<file path="config.mk">
export PLATFORM = sky130hd
export DESIGN_NAME = code_store
export DESIGN_NICKNAME = d
export VERILOG_FILES = /design/src/rtl/passcode_pkg.sv /design/src/rtl/code_store.sv
export SDC_FILE = /design/constraint.sdc
export NUM_CORES = 1
export LEC_CHECK = 0
export BUFFER_PORTS_ARGS = -buffer_cell sky130_fd_sc_hd__buf_2
export CAP_MARGIN = 5
export CORE_ASPECT_RATIO = 1.25
export CORE_UTILIZATION = 40
export CTS_BUF_LIST = sky130_fd_sc_hd__clkbuf_8
export CTS_CLUSTER_DIAMETER = 60
export CTS_CLUSTER_SIZE = 30
export DETAILED_ROUTE_END_ITERATION = 7
export PLACE_DENSITY = 0.82
export SLEW_MARGIN = 20
export SYNTH_ARGS = -nofsm -noshare
export SYNTH_HDL_FRONTEND = slang
export SYNTH_SLANG_ARGS = --single-unit
</file>
<file path="constraint.sdc">
create_clock -name clk -period 0.8 [get_ports clk]
set_input_delay 0.16 -clock clk [delete_from_list [all_inputs] [get_ports clk]]
set_output_delay 0.16 -clock clk [all_outputs]
set_load 0.005 [all_outputs]
</file>
<file path="src/rtl/passcode_pkg.sv">
// Shared types and default parameter values for the passcode checker slice.
// The key-priority helper is kept here so every consumer resolves same-cycle strobes identically.
package passcode_pkg;

    localparam int DEF_DIGIT_W        = 4;
    localparam int DEF_RADIX          = 10;
    localparam int DEF_MAX_DIGITS     = 6;
    localparam int DEF_MIN_DIGITS     = 4;
    localparam int DEF_MAX_FAILS      = 3;
    localparam int DEF_LOCKOUT_CYCLES = 1000;
    localparam int DEF_OPEN_CYCLES    = 5000;

    typedef enum logic [2:0] {
        ST_ENTRY   = 3'd0,
        ST_CHECK   = 3'd1,
        ST_OPEN    = 3'd2,
        ST_PROGRAM = 3'd3,
        ST_LOCKOUT = 3'd4
    } state_t;

    // At most one of these is set after prioritisation.
    typedef struct packed {
        logic clear;
        logic enter;
        logic set;
        logic digit;
    } key_cmd_t;

    // clear > enter > set > digit; the losers of a same-cycle collision are dropped.
    function automatic key_cmd_t prioritize(input logic clear, input logic enter,
                                            input logic set, input logic valid);
        key_cmd_t c;
        c.clear = clear;
        c.enter = enter & ~clear;
        c.set   = set & ~clear & ~enter;
        c.digit = valid & ~clear & ~enter & ~set;
        return c;
    endfunction

endpackage

</file>
<file path="src/rtl/code_store.sv">
// Digit store: MAX_DIGITS digits plus a length, whole-word write, parallel read.
// Reset and clr both return it to RESET_LEN zero digits (0 for the entry buffer, MIN_DIGITS for the code).
module code_store
    import passcode_pkg::*;
#(
    parameter int DIGIT_W    = DEF_DIGIT_W,
    parameter int MAX_DIGITS = DEF_MAX_DIGITS,
    parameter int RESET_LEN  = 0,
    parameter int LEN_W      = $clog2(MAX_DIGITS + 1)
) (
    input  logic                              clk,
    input  logic                              reset,
    input  logic                              clr,
    input  logic                              we,
    input  logic [MAX_DIGITS-1:0][DIGIT_W-1:0] wr_digits,
    input  logic [LEN_W-1:0]                  wr_len,
    output logic [MAX_DIGITS-1:0][DIGIT_W-1:0] rd_digits,
    output logic [LEN_W-1:0]                  rd_len
);

    localparam logic [LEN_W-1:0] INIT_LEN = LEN_W'(RESET_LEN);

    always_ff @(posedge clk) begin
        if (!reset || clr) begin
            rd_digits <= '0;
            rd_len    <= INIT_LEN;
        end else if (we) begin
            rd_digits <= wr_digits;
            rd_len    <= wr_len;
        end
    end

endmodule

</file>
* Word-level counts from Yosys, hierarchy flattened
Cells that the tools add are included.
** Word-level totals
- Register bits :: 27
- Word-level logic and storage cells :: 9
- Output and inout port bits :: 27
- Bits of input ports :: 31
** Cells by class
- Reductions and logical operators :: 2
** Operators by type and width (count)
- 1-bit logical NOT :: 1
- 1-bit logical OR :: 1

* Depth between registers and ports, before layout
- Depth in word-level cells :: 2
- Gate-level depth with buffers :: 4
- Gate-level depth less buffers :: 2

* Least setup slack after synthesis
Ideal clock, no wire load.
- Kind :: in2reg
- From :: input port we
- To :: register rd_digits[10] (netlist name)
- Buffers on the path :: 2
- Path slack :: 0.031 ns
- Library setup time :: 0.117 ns
- Data arrival time :: 0.652 ns
- Cell stages on the path :: 4
- Cells stage by stage :: buf_6 buf_12 mux2i_1 nor2_1
** RTL lines
- from (decl) :: line code_store.sv:14 : input logic we,
- to (signal assigned) :: line code_store.sv:28 : rd_digits <= wr_digits;
- to (decl) :: line code_store.sv:17 : output logic [MAX_DIGITS-1:0][DIGIT_W-1:0] rd_digits,

* Worst setup path after layout
- From :: register rd_digits[20] (netlist name)
- To :: output port rd_digits[20] (netlist name)
No word-level cell between the ends.

==> reports/metrics.csv <==
metric,value,unit
Iter 0 DRT Violations,2,
Reg2Reg Depth,4,
Finish-stage setup viols,28,
vias per cell,4.52,
P&R area growth vs syn,46.5,%
fin area,0.00146,sq mm
antenna violations before repair,0,
Fill cells,204,
die area,0.00269,sq mm
Synth Instances,88,
Detail Route Antenna Nets,0,
layout cells sized above 1,63.8,%
Antenna diodes,0,
worst-case vdd ir drop,1.09,mV
clock tree from TritonCTS,built,
final clock skew,0,ns
"Clk Latency, worst-skew pair",0.26,ns
DP HPWL,1.52,mm
Yosys warnings,0,
Hold Path Depth,3,
register area,574,sq um
synthesized area per cell,11.3,sq um
Critical Path RT,0.64,ns
"Largest delay share family, worst path",flip-flops,
syn_nets,119,
Critical Path AT,0.71,ns
HP Class,input pin to flip-flop,
final net count,181,
CP Launch Type,flip-flop,
Inserted Clock Buffers,3,
core area,0.00228,sq mm
failing checks,setup timing,
Unique masters post-synth,8,
WL/cell,11.7,um
Starting Density,43.6,%
CP peak stage delay,0.36,ns
worst reg2reg startpoint,rd_digits[20]$_SDFFE_PP0P_,
number of remaining DRC errors,0,
min Tclk post-route,0.872,ns
CP Capture Type,primary output,
Total GRT Usage,15.1,%
register area share after synthesis,54.3,%
clock buffer depth,2,
critical path class,flip-flop to primary output,
run status,"complete, but fails checks",
io pins,58,
leakage power,0.769,nW
Clock transition at path regs,0.08,ns
hold buffers post-CTS,0,
I/O Buffers,57,
sum of buffers and inverters on the critical path,1,
reg-to-reg endpoint,rd_digits[20]$_SDFFE_PP0P_,
total congestion overflow,0,
Reg2Reg Setup Slack,-0.03,ns
first-pass GRT wire length,2.93,mm
drt total wl,2.11,mm
Chip Width,46.6,um
dpl cell area,0.00129,sq mm
RSZ-0062 raised after global routing,yes,
vias in the first global route,729,
f_max,1150,MHz
multi-input logic area,385,sq um
CTS sink cnt,27,
GP Congestion,0.632,
Power Density,1690,mW/mm^2
vias post-DR,814,
total power,2.47,mW
worst min-delay path startpoint,wr_len[2],
Hold EP,rd_len[2]$_SDFFE_PP0P_,
drt pass-1 iters,3,
# rows,19,
Relative slew margins,81.5,%
root cell of the clock tree,clkbuf_8,
largest net degree at the start of global routing,28,
synthesized area,995,sq um
Die Ht,57.8,um
Max H-tree Level,1,
crit share post-route,109,%
Worst-Margin Slew,0.277,ns
post-synthesis sequential element count,27,
final worst slack,-0.0725,ns
critical-path maximum fanout,2,
Slew Limit Fails,0,
max_cap viols,0,
Final Hold Viols,0,
slowest CP cell,dfxtp_2,
critical path cell sequence,buf_6,
-- final cells by class --
cell class / instances / share of cell area [%]
clock inverter: 1 / 0.343
clock buffer: 3 / 2.83
timing repair buffer: 63 / 28.3
multi-input combinational: 55 / 26.4
sequential: 27 / 39.4
tap: 31 / 2.66
-- what timing repair did --
item / in CTS / in global routing
buffers inserted: 2 / 2
resized for setup: 25 / 12
setup endpoints to repair: 27 / 28
gates cloned: 0 / 0
-- through the flow --
step / hold slack, ns / setup TNS, ns / setup slack (ns) / util, % / std cells
2_1_floorplan: 0.307 / 0 / 0.0310 / - / 88
3_3_place_gp: 0.394 / -0.619 / -0.0450 / 56.5 / 172
3_5_place_dp: 0.405 / -1.42 / -0.0975 / 56.5 / 172
4_1_cts: 0.127 / -1.84 / -0.0783 / 60.8 / 178
5_1_grt: 0.142 / -2.35 / -0.0917 / 63.9 / 180
6_report: 0.127 / -1.68 / -0.0725 / 63.9 / 180
-- cell families after synthesis --
| logic type | count (synthesis) | synth area share [%] |
|---|---|---|
| and+or+nand+nor | 28 | 11.6 |
| buffers and inverters | 6 | 6.92 |
| DFF | 27 | 54.3 |
| muxes | 27 | 27.2 |
-- worst min-delay path: stages --
cell	delay (ns)
buf_2	0.07
mux2i_1	0.05
nor2_1	0.07
-- state kept, by name, indices dropped and copies added (netlist names) --
register   flops
rd_len         3
rd_digits     24
-- routing by layer --
metal / global-route usage, % / vias up / share of wire [%]
met5: 0 / - / 0
met4: 7.56 / 0 / 1.3
met1: 14.6 / 370 / 37
li1: - / 409 / -
met2: 28.8 / 33 / 57
met3: 1.87 / 2 / 5.3
-- cell usage after synthesis, drive strengths merged --
cell type   n  area share (%)
nand2b      1             1.4
mux2i      27              27
buf         6             6.9
nor2       27              10
dfxtp      27              54
-- where the power goes --
part	total (mW)	switching, mW	internal [mW]
sequential	1.42	0.0247	1.40
combinational	0.323	0.130	0.193
clock	0.725	0.378	0.347
total	2.47	0.533	1.94
-- layout by cell type, fill, tap and decap left out, drive strengths merged --
| cell | synthesis | layout |
|---|---|---|
| buf | 6 | 63 |
| mux2i | 27 | 27 |
| nor2 | 27 | 27 |
| dfxtp | 27 | 27 |
| clkbuf | 0 | 3 |
| nand2b | 1 | 1 |
| clkinv | 0 | 1 |
-- worst max-delay path by stage --
stage	startpoint	end	cells past startpoint
after floorplan	we	rd_digits[10]$_SDFFE_PP0P_	4
after global placement	we	rd_digits[1]$_SDFFE_PP0P_	4
after detailed placement	we	rd_digits[5]$_SDFFE_PP0P_	4
after CTS	rd_digits[8]$_SDFFE_PP0P_	rd_digits[8]	1
after global routing	rd_digits[13]$_SDFFE_PP0P_	rd_digits[13]	1
final	rd_digits[20]$_SDFFE_PP0P_	rd_digits[20]	1
Note: power is estimated with default switching activity, not from simulation.
